<file path="src/rtl/instr_fetch_queue_if.sv">
// Fetch-queue bundle: instruction-memory request/response channel, branch
// redirect from decode, and the valid/ready instruction stream into decode.
// The master modport is the fetch queue; the slave modport is its environment
// (memory plus decode).
interface instr_fetch_queue_if;
  logic        imem_req;
  logic [15:0] imem_addr;
  logic        imem_ack;
  logic        imem_rvalid;
  logic [15:0] imem_rdata;
  logic        redirect;
  logic [15:0] redirect_pc;
  logic        out_valid;
  logic [15:0] out_instr;
  logic [15:0] out_pc;
  logic        out_ready;

  modport master (
    output imem_req, imem_addr, out_valid, out_instr, out_pc,
    input  imem_ack, imem_rvalid, imem_rdata, redirect, redirect_pc, out_ready
  );

  modport slave (
    input  imem_req, imem_addr, out_valid, out_instr, out_pc,
    output imem_ack, imem_rvalid, imem_rdata, redirect, redirect_pc, out_ready
  );
endinterface

</file>
<file path="src/rtl/instr_fetch_queue.sv">
// Instruction fetch queue for the 16-bit CPU front end.
// Keeps at most one instruction-memory request in flight. Each returned word
// is buffered with its PC in a DEPTH-entry FIFO that feeds decode in order.
// A redirect flushes the FIFO and restarts fetch at redirect_pc. A response
// that belongs to the flushed stream is dropped in the DISCARD state.
// Optional feature macro: FQ_BYPASS_EN. When it is defined, a response that
// arrives while the FIFO is empty is shown to decode in the same cycle. When
// decode takes it in that cycle, the word is not written into the FIFO.
module instr_fetch_queue #(
  parameter int unsigned DEPTH    = 4,
  parameter logic [15:0] RESET_PC = 16'h0000
) (
  input  logic               clock,
  input  logic               reset_n,
  instr_fetch_queue_if.master bus
);

  localparam int unsigned PTR_W = (DEPTH > 1) ? $clog2(DEPTH) : 1;
  localparam int unsigned CNT_W = PTR_W + 1;
  localparam logic [CNT_W-1:0] FULL_COUNT = CNT_W'(DEPTH);

  typedef enum logic [1:0] {
    FETCH   = 2'd0,
    WAIT    = 2'd1,
    DISCARD = 2'd2
  } state_t;

  state_t             state_q, state_d;
  logic [15:0]        fetchPc_q, fetchPc_d;
  logic [15:0]        reqPc_q, reqPc_d;
  logic [CNT_W-1:0]   count_q, count_d;
  logic [PTR_W-1:0]   rdPtr_q, rdPtr_d;
  logic [PTR_W-1:0]   wrPtr_q, wrPtr_d;
  logic [15:0]        instrMem_q [DEPTH];
  logic [15:0]        pcMem_q    [DEPTH];

  logic               reqOut;
  logic               rspAccept;
  logic               bypassHit;
  logic               queueValid;
  logic               push;
  logic               pop;
  logic               outValid;
  logic [15:0]        outInstr;
  logic [15:0]        outPc;

  // Fetch control: picks the next state, issues requests and moves the fetch PC.
  // A redirect always wins over the normal next PC.
  always_comb begin
    state_d   = state_q;
    fetchPc_d = fetchPc_q;
    reqPc_d   = reqPc_q;
    reqOut    = 1'b0;
    rspAccept = 1'b0;
    unique case (state_q)
      FETCH: begin
        reqOut = (count_q < FULL_COUNT) && !bus.redirect;
        if (reqOut && bus.imem_ack) begin
          state_d   = WAIT;
          reqPc_d   = fetchPc_q;
          fetchPc_d = fetchPc_q + 16'd1;
        end
      end
      WAIT: begin
        if (bus.imem_rvalid) begin
          state_d   = FETCH;
          rspAccept = !bus.redirect;
        end else if (bus.redirect) begin
          state_d = DISCARD;
        end
      end
      DISCARD: begin
        // A stale response that arrives during a second redirect still ends the
        // outstanding request. Without this, the FSM would wait forever.
        if (bus.imem_rvalid) begin
          state_d = FETCH;
        end
      end
      default: begin
        state_d = FETCH;
      end
    endcase
    if (bus.redirect) begin
      fetchPc_d = bus.redirect_pc;
    end
  end

  // Queue bookkeeping and head selection. The optional bypass forwards a word
  // that arrives into an empty queue directly to decode.
  always_comb begin
    queueValid = (count_q != '0);
    bypassHit  = 1'b0;
`ifdef FQ_BYPASS_EN
    bypassHit  = rspAccept && (count_q == '0);
`endif
    pop  = queueValid && bus.out_ready && !bus.redirect;
    push = rspAccept && !(bypassHit && bus.out_ready);

    outValid = queueValid;
    outInstr = queueValid ? instrMem_q[rdPtr_q] : 16'h0000;
    outPc    = queueValid ? pcMem_q[rdPtr_q]    : 16'h0000;
    if (bypassHit) begin
      outValid = 1'b1;
      outInstr = bus.imem_rdata;
      outPc    = reqPc_q;
    end

    if (bus.redirect) begin
      count_d = '0;
      rdPtr_d = '0;
      wrPtr_d = '0;
    end else begin
      count_d = count_q + CNT_W'(push) - CNT_W'(pop);
      rdPtr_d = rdPtr_q + PTR_W'(pop);
      wrPtr_d = wrPtr_q + PTR_W'(push);
    end
  end

  // Control state, fetch PC, occupancy and pointers. All of these are cleared
  // asynchronously so the outputs go quiet as soon as reset is asserted.
  always_ff @(posedge clock or negedge reset_n) begin
    if (!reset_n) begin
      state_q   <= FETCH;
      fetchPc_q <= RESET_PC;
      reqPc_q   <= RESET_PC;
      count_q   <= '0;
      rdPtr_q   <= '0;
      wrPtr_q   <= '0;
    end else begin
      state_q   <= state_d;
      fetchPc_q <= fetchPc_d;
      reqPc_q   <= reqPc_d;
      count_q   <= count_d;
      rdPtr_q   <= rdPtr_d;
      wrPtr_q   <= wrPtr_d;
    end
  end

  // FIFO payload storage. It has no reset because a slot is only read after it
  // has been written.
  always_ff @(posedge clock) begin
    if (push) begin
      instrMem_q[wrPtr_q] <= bus.imem_rdata;
      pcMem_q[wrPtr_q]    <= reqPc_q;
    end
  end

  assign bus.imem_req  = reqOut && reset_n;
  assign bus.imem_addr = fetchPc_q;
  assign bus.out_valid = outValid;
  assign bus.out_instr = outInstr;
  assign bus.out_pc    = outPc;

endmodule
</file>
<file path="src/flat_wrapper.sv">
// flat-port wrapper written by rule: the top's interface ports become plain ports
module instr_fetch_queue_flat 
#(
  parameter int unsigned DEPTH    = 4,
  parameter logic [15:0] RESET_PC = 16'h0000
)
  (clock, reset_n, bus_imem_req, bus_imem_addr, bus_out_valid, bus_out_instr, bus_out_pc, bus_imem_ack, bus_imem_rvalid, bus_imem_rdata, bus_redirect, bus_redirect_pc, bus_out_ready);
  instr_fetch_queue_if bus_i ();
  input  logic clock;
  input  logic reset_n;
  output wire logic [$bits(bus_i.imem_req)-1:0] bus_imem_req;
  output wire logic [$bits(bus_i.imem_addr)-1:0] bus_imem_addr;
  output wire logic [$bits(bus_i.out_valid)-1:0] bus_out_valid;
  output wire logic [$bits(bus_i.out_instr)-1:0] bus_out_instr;
  output wire logic [$bits(bus_i.out_pc)-1:0] bus_out_pc;
  input wire logic [$bits(bus_i.imem_ack)-1:0] bus_imem_ack;
  input wire logic [$bits(bus_i.imem_rvalid)-1:0] bus_imem_rvalid;
  input wire logic [$bits(bus_i.imem_rdata)-1:0] bus_imem_rdata;
  input wire logic [$bits(bus_i.redirect)-1:0] bus_redirect;
  input wire logic [$bits(bus_i.redirect_pc)-1:0] bus_redirect_pc;
  input wire logic [$bits(bus_i.out_ready)-1:0] bus_out_ready;
  assign bus_imem_req = bus_i.imem_req;
  assign bus_imem_addr = bus_i.imem_addr;
  assign bus_out_valid = bus_i.out_valid;
  assign bus_out_instr = bus_i.out_instr;
  assign bus_out_pc = bus_i.out_pc;
  assign bus_i.imem_ack = bus_imem_ack;
  assign bus_i.imem_rvalid = bus_imem_rvalid;
  assign bus_i.imem_rdata = bus_imem_rdata;
  assign bus_i.redirect = bus_redirect;
  assign bus_i.redirect_pc = bus_redirect_pc;
  assign bus_i.out_ready = bus_out_ready;
  instr_fetch_queue #(.DEPTH(DEPTH), .RESET_PC(RESET_PC)) u_core (.clock(clock), .reset_n(reset_n), .bus(bus_i));
endmodule
</file>
<file path="config.mk">
export PLATFORM = sky130hd
export DESIGN_NAME = instr_fetch_queue_flat
export DESIGN_NICKNAME = d
export VERILOG_FILES = /design/src/rtl/instr_fetch_queue_if.sv /design/src/rtl/instr_fetch_queue.sv /design/src/flat_wrapper.sv
export SDC_FILE = /design/constraint.sdc
export NUM_CORES = 1
export LEC_CHECK = 0
export BUFFER_PORTS_ARGS = -buffer_cell sky130_fd_sc_hd__buf_2
export CAP_MARGIN = 25
export CORE_MARGIN = 5
export CORE_UTILIZATION = 52
export DETAILED_ROUTE_END_ITERATION = 6
export MAX_ROUTING_LAYER = met4
export PLACE_DENSITY = 0.76
export SETUP_SLACK_MARGIN = 0.05
export SLEW_MARGIN = 20
export SYNTH_ARGS = -nofsm -noshare
export SYNTH_HDL_FRONTEND = slang
export SYNTH_SLANG_ARGS = --single-unit
</file>
<file path="constraint.sdc">
create_clock -name clock -period 3.95 [get_ports clock]
set_clock_uncertainty 0.2 [all_clocks]
set_input_delay 0.1975 -clock clock [delete_from_list [all_inputs] [get_ports clock]]
set_output_delay 0.1975 -clock clock [all_outputs]
set_load 0.05 [all_outputs]
</file>
==> flow_metrics.py, run 1 <==
metrics = {
    "status": {
        "status": "finished, final reports clean",
    },
    "grt": {
        "grt_pass1_wl_um": 21590,
        "antenna_found_initial": 0,
        "grt-ovfl-total": 0,
        "grt_usage_pct": 18.45,
        "grt_max_degree": 43,
        "grt_pass1_vias": 4179,
    },
    "synthesis": {
        "synth_area_um2": 6817,
        "syn_inst": 423,
        "synthesis.nets": 467,
        "seq_area_frac_synth_pct": 71.44,
        "synth-seq-cells": 169,
        "ys_types": 40,
        "synth_warnings": 0,
        "synthFlopType": "edfxtp_1",
        "async_reset_ff_share_pct": 24.26,
        "synth-edff-count": 128,
        "avgSynthCellArea_um2": 16.11,
    },
    "worst_hold_path": {
        "min_path_type": "in -> reg",
        "min_to": "u_core.count_q[1]$_DFF_PN0_",
        "min_from": "bus_redirect",
        "min_delay_path_depth": 2,
    },
    "floorplanning": {
        "row_count": 41,
        "die_x_um": 124.5,
        "core_area_um2": 12720,
        "die_y_um": 124.5,
        "start_util_pct": 53.58,
        "die-area_um2": 15500,
        "ios": 88,
    },
    "timing": {
        "setup_violations": 0,
        "relSlewSlack_pct": 39.05,
        "final_max_slew_viol_count": 0,
        "finalSetupTns_ns": 0,
        "fin_crit_ns": 2.954,
        "tightest_slew_ns": 0.9143,
        "final_hold_viol_count": 0,
        "whs_ns": 0.05977,
        "max_freq_mhz": 338.5,
        "fin_crit_sh_pct": 74.79,
        "rsz0062_at_grt": "false",
    },
    "critical_path": {
        "cp-start-kind": "register",
        "r2r_slack_ns": 1.14,
        "crit_type": "reg -> out",
        "worstPathArrival_ns": 2.56,
        "worst_setup_path_end_kind": "primary output",
        "required_ns": 3.55,
        "path_max_fanout": 28,
        "ff2ff_path_depth": 11,
        "rr_endpoint": "u_core.count_q[2]$_DFF_PN0_",
        "r2r_start": "u_core.count_q[1]$_DFF_PN0_",
    },
    "placed_design": {
        "place_congestion": 0.8872,
        "dpl.cell_count": 669,
        "io_buffers": 87,
        "hpwlAfterDp_um": 8101,
    },
    "layout": {
        "multi_input_area_um2": 1862,
        "ff_latch_area_um2": 4871,
        "area_growth_syn_to_layout_pct": 23.48,
        "fin_nets": 596,
        "antennaDiodeCount": 0,
        "final.fill_count": 893,
        "instances_no_fill": 737,
        "final_layout_size_suffix_gt1_share_pct": 29.73,
    },
    "route": {
        "drt_pass1_iterations": 4,
        "route.detailed.drc": 0,
        "drt_iter0_drc": 382,
        "viasPerCell": 5.436,
        "antenna_left": 0,
        "wirelength_um": 13000,
        "dr_total_vias": 4006,
        "wl_per_cell_um": 17.64,
    },
    "pwr": {
        "powerDensity_nw_per_um2": 618.7,
        "vdd_drop_max_uv": 350.0,
        "leakage_uw": 0.003188,
        "finalPower_uw": 5208,
    },
    "clock_tree": {
        "htree_levels": 4,
        "clkSlewWorstSetupHoldPaths_ns": 0.06,
        "insertion_delay_ns": 0.43,
        "post_cts_resized": 0,
        "cts_tree": "yes",
        "clk_path_buf_depth": 2,
        "cts_buffers": 17,
        "cts_setup_buffers": 0,
        "cts.sinks": 169,
        "hold_buffers": 35,
        "cts-root-buf": "clkbuf_16",
    },
    "flow_run": {
        "cap_violations": 0,
    },
}
==> layer usage <==
| metal | routed length [um] | GRT usage [%] | part of all wire, % | vias to the layer above |
|---|---|---|---|---|
| met1 | 5560 | 22.80 | 43 | 2005 |
| met2 | 6591 | 29.33 | 51 | 119 |
| li1 | - | - | - | 1865 |
| met3 | 623 | 5.832 | 4.8 | 17 |
| met4 | 229 | 5.867 | 1.8 | 0 |
| met5 | 0 | - | 0 | - |
==> report_power, final <==
part,internal (uW),switching (uW),total (uW)
Clock,864,666,1530
Sequential,2140,195,2340
Combinational,386,956,1340
==> worst max path at each step <==
stage / startpoint / to / cells after the start
after floorplan: u_core.state_q[1]$_DFFE_PN0P_ / u_core.instrMem_q[1][0]$_DFFE_PP_ / 5
after global placement: u_core.count_q[1]$_DFF_PN0_ / u_core.count_q[2]$_DFF_PN0_ / 11
after detailed placement: u_core.count_q[1]$_DFF_PN0_ / u_core.count_q[2]$_DFF_PN0_ / 11
after CTS: u_core.rdPtr_q[0]$_DFF_PN0_ / bus_out_instr[13] / 4
after global routing: u_core.rdPtr_q[0]$_DFF_PN0_ / bus_out_instr[13] / 4
final: u_core.rdPtr_q[0]$_DFF_PN0_ / bus_out_instr[13] / 4
==> per-stage QoR <==
step           util, %  setup WS, ns  area, um^2
6_report         66.16        0.9958        8417
5_1_grt          66.16        0.7649        8417
4_1_cts          65.94        0.8941        8389
3_5_place_dp     58.83         1.129        7485
3_3_place_gp     58.83         1.288        7485
2_1_floorplan        -         1.078        6822
==> worst max-delay path, stage by stage (launching register included) <==
cell,delay [ns]
dfrtp_2,0.97
buf_4,0.29
mux4_2,0.50
nor2b_1,0.14
buf_2,0.22
==> final cells by class <==
type / instances / share of cell area (%)
clock inverters: 15 / 1.531
multi-input cells: 223 / 22.12
inverters: 9 / 0.4014
well taps: 172 / 2.557
flip-flops and latches: 169 / 57.87
clock buffers: 17 / 5.054
repair buffers: 132 / 10.47
==> cell usage in the layout, fill, tap and decap left out, drive strengths merged, types with 6 or more instances in the layout <==
cell type / count
edfxtp: 128
buf: 97
nand2: 62
dfrtp: 41
nor2b: 36
dlygate4sd3: 35
mux4: 32
clkbuf: 17
nand3: 11
inv: 11
nor2: 9
o21ai: 8
o211ai: 7
clkinvlp: 6
and3: 6
clkinv: 6
==> sequential cells by signal, indices dropped and copies added, names as in the netlist <==
register,flops
u_core.rdPtr_q,2
u_core.count_q,3
u_core.wrPtr_q,2
u_core.instrMem_q,64
u_core.bus.imem_addr,16
u_core.pcMem_q,64
u_core.reqPc_q,16
u_core.state_q,2
==> Yosys cell counts, drive strengths merged, types with 2 or more instances <==
cell type	n	area, um^2
nor3b	3	22.52
nand3	11	55.05
inv	9	33.78
nor3	2	10.01
edfxtp	128	3844
nor4	2	12.51
buf	4	15.01
nand4	3	18.77
dfrtp	41	1026
or4	2	18.77
and4	3	26.28
a21oi	3	15.01
o21bai	2	15.01
ha	5	62.56
mux4	32	720.7
o21ai	8	40.04
o211ai	7	52.55
and3	6	37.54
nand2b	2	12.51
or3	4	25.02
nor2b	36	225.2
nand2	62	232.7
a221o	3	30.03
nor2	9	33.78
o311ai	3	26.28
clkbuf	18	68.81
xnor2	4	35.03
==> cells by family after synthesis <==
| family | count (synthesis) | synth area share [%] |
|---|---|---|
| AO/OA/AOI/OAI | 32 | 3.341 |
| XOR/XNOR | 5 | 0.6424 |
| adder cells (fa/ha/maj) | 6 | 1.211 |
| buffers and inverters | 31 | 1.725 |
| flip-flops | 169 | 71.44 |
| multiplexers | 32 | 10.57 |
| AND/OR/NAND/NOR | 148 | 11.07 |
No activity file was read; power rests on OpenSTA's default activity.
==> inputs of run 2 (changes only) <==
CORE_UTILIZATION = 57   (was 52)
PLACE_DENSITY = 0.79   (was 0.76)
clock period = 2.81 ns   (was 3.95 ns; I/O delays follow)
==> run 2 against run 1 <==
  * Clock-buffer cell count grew 2
  * Wire length grew 8.6%
  * Sequential power grew 40%
  * Critical path depth is the same
  * Register-to-register slack lost 0.78 ns
  * Die area shrank 8.1%
  * Non-clock buffer count grew 9
  * Via count grew 2.1%
  * Largest power group unchanged
  * Highest routed layer unchanged
==> flow_metrics.py, run 2 (synthesis results as in run 1) <==
metrics = {
    "critical_path": {
        "critPathMaxStageDelay_ns": 0.56,
        "required_ns": 2.47,
        "slowest_stage": "dfrtp_2",
        "crit_type": "reg -> out",
        "worst_setup_path_end_kind": "primary output",
        "ff2ff_path_depth": 4,
        "path_max_fanout": 9,
        "r2r_start": "u_core.state_q[1]$_DFFE_PN0P_",
        "cp-start-kind": "register",
        "r2r_slack_ns": 0.36,
        "crit_path_cell_trace": "buf_4, mux4_2, nor2b_1, buf_2",
        "worstPathArrival_ns": 2.19,
        "rr_endpoint": "u_core.bus.imem_addr[15]$_DFFE_PN0P_",
    },
    "status": {
        "status": "finished, final reports clean",
    },
    "pwr": {
        "leakage_uw": 0.003268,
        "powerDensity_nw_per_um2": 892.8,
        "vdd_drop_max_uv": 421.3,
    },
    "placed_design": {
        "io_buffers": 87,
        "hpwlAfterDp_um": 8333,
        "place_congestion": 0.8932,
    },
    "layout": {
        "final.fill_count": 765,
        "area_growth_syn_to_layout_pct": 25.18,
        "final_util_pct": 71.94,
        "final_cell_mix": "128 x edfxtp_1, 87 x buf_2, 62 x nand2_1, 40 x dfrtp_1, 38 x dlygate4sd3_1",
        "top_regs": "u_core.instrMem_q x64, u_core.pcMem_q x64",
        "fin_nets": 605,
        "antennaDiodeCount": 0,
        "layout_commonest_cell": "edfxtp_1",
        "final_layout_size_suffix_gt1_share_pct": 29.79,
    },
    "route": {
        "drt_pass1_iterations": 5,
        "wl_per_cell_um": 19.59,
        "dr_total_vias": 4090,
        "viasPerCell": 5.673,
        "wirelength_um": 14120,
        "route.detailed.drc": 0,
        "antenna_left": 0,
        "drt_iter0_drc": 386,
    },
    "timing": {
        "max_freq_mhz": 395.6,
        "final_hold_viol_count": 0,
        "whs_ns": 0.04361,
        "finalSetupTns_ns": 0,
        "tightest_slew_ns": 0.5573,
        "fin_crit_ns": 2.528,
        "setup_violations": 0,
        "fin_crit_sh_pct": 89.97,
        "relSlewSlack_pct": 62.85,
        "final_max_slew_viol_count": 0,
        "rsz0062_at_grt": "false",
    },
    "worst_hold_path": {
        "min_path_type": "in -> reg",
        "min_delay_path_depth": 4,
        "min_from": "bus_out_ready",
        "min_to": "u_core.rdPtr_q[0]$_DFF_PN0_",
    },
    "floorplanning": {
        "start_util_pct": 57.47,
        "die_x_um": 119.4,
        "row_count": 40,
        "die_y_um": 119.4,
        "die-area_um2": 14250,
        "core_area_um2": 11860,
        "ios": 88,
    },
    "grt": {
        "grt_pass1_wl_um": 22810,
        "antenna_found_initial": 0,
        "grt_usage_pct": 21.61,
        "grt-ovfl-total": 0,
        "grt_pass1_vias": 4293,
        "grt_max_degree": 42,
    },
    "clock_tree": {
        "cts-root-buf": "clkbuf_16",
        "cts_buffers": 17,
        "insertion_delay_ns": 0.42,
        "cts_setup_buffers": 0,
        "cts.sinks": 169,
        "htree_levels": 4,
        "clk_path_buf_depth": 2,
        "cts_tree": "yes",
        "clkSlewWorstSetupHoldPaths_ns": 0.06,
    },
    "flow_run": {
        "cap_violations": 0,
    },
}
run 2: worst max-delay path by stage:
stage          depth (start not counted)  slack (ns)                              endpoint                           from
3_3_place_gp                           4        0.43  u_core.bus.imem_addr[15]$_DFFE_PN0P_  u_core.state_q[1]$_DFFE_PN0P_
2_1_floorplan                          4        0.03     u_core.instrMem_q[0][0]$_DFFE_PP_  u_core.state_q[1]$_DFFE_PN0P_
3_5_place_dp                           4        0.37  u_core.bus.imem_addr[15]$_DFFE_PN0P_  u_core.state_q[1]$_DFFE_PN0P_
4_1_cts                                4        0.22                         bus_out_pc[8]    u_core.rdPtr_q[0]$_DFF_PN0_
5_1_grt                                4        0.18                         bus_out_pc[9]    u_core.rdPtr_q[0]$_DFF_PN0_
6_report                               4        0.28                         bus_out_pc[8]    u_core.rdPtr_q[0]$_DFF_PN0_
run 2: critical path, delay by kind of cell, from the launching register on:
family / cells / cell delay [ns]
simple gates: 1 / 0.15
buf+inv: 2 / 0.50
mux: 1 / 0.54
flops: 1 / 0.56
run 2: power breakdown:
group / internal (uW) / switching, uW
combinational: 564 / 1380
sequential: 3010 / 260
clock: 1480 / 921
total: 5050 / 2560
run 2: final cells by class:
class | instances | area [um^2] | area share, %
Sequential cell | 169 | 4871 | 57.08
Clock buffer | 19 | 432.9 | 5.073
Tap cell | 147 | 183.9 | 2.155
Timing Repair Buffer | 141 | 973.4 | 11.41
Inverter | 9 | 33.78 | 0.3959
Clock inverter | 13 | 177.7 | 2.082
Multi-Input combinational cell | 223 | 1861 | 21.80
run 2: routing by layer:
layer / wire [um] / GRT usage, % / vias up
met3: 812 / 4.558 / 11
met4: 96 / 5.727 / 0
met5: 0 / - / -
li1: - / - / 1883
met1: 6054 / 28.35 / 2039
met2: 7160 / 35.01 / 157
run 2: metrics by stage:
step           std cells  cell area [um^2]  setup slack, ns  power [uW]
6_report             721              8533           0.2819        7618
3_5_place_dp         651              7542           0.3726        5219
5_1_grt              721              8533           0.1770        7929
2_1_floorplan        423              6827          0.03210        4662
3_3_place_gp         651              7542           0.4265        5160
4_1_cts              721              8533           0.2179        7663
run 2: timing repair:
item / CTS / global route
hold buffers: 38 / 0
endpoints found under the hold margin: 129 / 0
endpoints found under the setup margin: 0 / 0
resized for setup: 0 / 0
==> inputs of run 3 (changes only) <==
MAX_ROUTING_LAYER = not set   (was met4)
==> run 3 against run 2 <==
  * Wire length is 0.79% higher
  * Critical path type is now in -> reg
  * Hold slack better by 0.023 ns
  * First-iteration DRC count is 31% higher
  * Clock-buffer cell count is 1 higher
  * Via count is 2.5% higher
  * Non-clock buffer count is 1 higher
  * Sequential power hardly changed
  * Combinational power hardly changed
  * Clock power is 9.6% lower
  * Sequential share of layout area is 0.48 points higher
  * Global-route usage is 0.50 points lower
  * Total power is 2.9% lower
  * Critical endpoint is now u_core.bus.imem_addr[4]$_DFFE_PN0P_
==> flow_metrics.py, run 3 (synthesis results as in run 1) <==
metrics = {
    "timing": {
        "tightest_slew_ns": 0.6197,
        "finalSetupTns_ns": 0,
        "max_freq_mhz": 396.0,
        "rsz0062_at_grt": "false",
        "relSlewSlack_pct": 58.68,
        "final_hold_viol_count": 0,
        "fin_crit_ns": 2.525,
        "setup_violations": 0,
        "fin_ws_ns": 0.2850,
        "whs_ns": 0.06629,
        "fin_crit_sh_pct": 89.86,
        "final_max_slew_viol_count": 0,
    },
    "route": {
        "wirelength_um": 14240,
        "wl_per_cell_um": 19.72,
        "route.detailed.drc": 0,
        "drt_pass1_iterations": 5,
        "dr_total_vias": 4193,
        "viasPerCell": 5.807,
        "drt_iter0_drc": 505,
        "antenna_left": 0,
    },
    "pwr": {
        "clockPowerShare_pct": 29.4,
        "leakage_uw": 0.003250,
        "pwr-share-seq_pct": 44.4,
        "vdd_drop_max_uv": 540.5,
        "switching_share_pct": 34.30,
        "combPwrFrac_pct": 26.3,
        "p_int_uw": 4861,
        "switchingPower_uw": 2539,
        "powerDensity_nw_per_um2": 874.5,
    },
    "layout": {
        "layout_commonest_cell": "edfxtp_1",
        "antennaDiodeCount": 0,
        "fin_nets": 606,
        "instances_no_fill": 722,
        "area_growth_syn_to_layout_pct": 24.14,
        "final_util_pct": 71.34,
        "final_cell_mix": "128 x edfxtp_1, 87 x buf_2, 62 x nand2_1, 40 x dfrtp_1, 38 x dlygate4sd3_1",
        "top_regs": "u_core.instrMem_q x64, u_core.pcMem_q x64",
        "final_layout_size_suffix_gt1_share_pct": 29.39,
    },
    "floorplanning": {
        "die_x_um": 119.4,
        "row_count": 40,
        "die-area_um2": 14250,
        "ios": 88,
        "die_y_um": 119.4,
        "start_util_pct": 57.47,
        "core_area_um2": 11860,
    },
    "critical_path": {
        "crit_type": "in -> reg",
        "worst_setup_path_end_kind": "register",
        "ff2ff_path_depth": 5,
        "worstPathArrival_ns": 2.68,
        "required_ns": 2.96,
        "path_max_fanout": 14,
        "cp-start-kind": "input pin",
        "r2r_slack_ns": 0.33,
        "worst_path_most_repeated_cell": "dlygate4sd3_1",
        "critPathMaxStageDelay_ns": 0.60,
        "path_delay_family": "buffers and inverters",
        "slowest_stage": "dlygate4sd3_1",
        "cp_num_buf_inv": 4,
        "crit_path_cell_trace": "dlygate4sd3_1, buf_2, nor4_1, buf_4, nand2_1, o311ai_0, dlygate4sd3_1",
        "cp.depth": 7,
    },
    "grt": {
        "grt_usage_pct": 21.11,
        "grt_max_degree": 42,
        "grt_pass1_wl_um": 23070,
        "grt_pass1_vias": 4499,
        "antenna_found_initial": 0,
        "grt-ovfl-total": 0,
    },
    "status": {
        "status": "finished, final reports clean",
    },
    "placed_design": {
        "hpwlAfterDp_um": 8510,
        "place_congestion": 0.8601,
        "place_ws_ns": 0.3632,
        "io_buffers": 87,
        "dpl.cell_count": 652,
    },
    "clock_tree": {
        "clk_path_buf_depth": 2,
        "cts-root-buf": "clkbuf_16",
        "htree_levels": 4,
        "cts_buffers": 17,
        "clkSlewWorstSetupHoldPaths_ns": 0.06,
        "cts_tree": "yes",
        "cts.sinks": 169,
        "insertion_delay_ns": 0.41,
    },
    "worst_hold_path": {
        "min_delay_path_depth": 4,
        "min_path_type": "in -> reg",
    },
    "flow_run": {
        "cap_violations": 0,
    },
}
[run 3: changes by cell type in the layout (fill, tap and decap cells not counted), sizes merged]
| cell | previous run | this run |
|---|---|---|
| clkbuf | 19 | 20 |
| clkinv | 6 | 9 |
| bufinv | 4 | 2 |
| buf | 103 | 104 |
| clkinvlp | 3 | 1 |
[run 3: what timing repair did]
| action | CTS | global route |
|---|---|---|
| resized for setup | 0 | 0 |
| hold buffers | 38 | 0 |
| setup buffers | 0 | 0 |
| hold endpoints to repair | 129 | 0 |
[run 3: path summary, 6_finish.rpt]
path,start,to
setup / recovery,bus_redirect,u_core.bus.imem_addr[4]$_DFFE_PN0P_
hold / removal,bus_out_ready,u_core.rdPtr_q[0]$_DFF_PN0_
setup reg to reg,u_core.state_q[1]$_DFFE_PN0P_,u_core.bus.imem_addr[4]$_DFFE_PN0P_
hold reg to reg,u_core.reqPc_q[10]$_DFFE_PN0P_,u_core.pcMem_q[3][10]$_DFFE_PP_
max in group asynchronous,reset_n,u_core.rdPtr_q[0]$_DFF_PN0_
min in group asynchronous,reset_n,u_core.bus.imem_addr[2]$_DFFE_PN0P_
[run 3: area by class of cell]
| type | count | area, um^2 |
|---|---|---|
| inverters | 9 | 33.78 |
| well taps | 147 | 183.9 |
| clock inverters | 12 | 107.6 |
| fillers | 713 | 3400 |
| repair buffers | 142 | 968.4 |
| multi-input cells | 223 | 1861 |
| clock buffers | 20 | 436.7 |
| flip-flops and latches | 169 | 4871 |
[run 3: through the flow]
| stage | area, um^2 | power, uW |
|---|---|---|
| after floorplan | 6827 | 4662 |
| after global placement | 7537 | 5163 |
| after detailed placement | 7537 | 5225 |
| after CTS | 8462 | 7441 |
| after global routing | 8462 | 7697 |
| final | 8462 | 7400 |
[run 3: power by group through the flow]
stage / clock network, uW / registers, uW / logic, uW
floorplan: 0 / 3310 / 1350
global placement: 0 / 3280 / 1880
detailed placement: 0 / 3320 / 1910
CTS: 2200 / 3280 / 1960
global route: 2320 / 3310 / 2070
finish: 2170 / 3280 / 1950
[run 3: worst reg2reg max path, cell delays in order, from the launching register on]
cell	delay (ns)
dfrtp_1	0.43
nor4_1	0.32
buf_4	0.21
nand2_1	0.27
o311ai_0	0.40
dlygate4sd3_1	0.60
[run 3: metal layers]
layer	vias to the layer above	share of wire [%]	global-route usage [%]
li1	1876	-	-
met1	2103	42	28.62
met2	194	50	34.19
met3	20	6.8	5.033
met4	0	1.6	6.872
met5	-	0	0
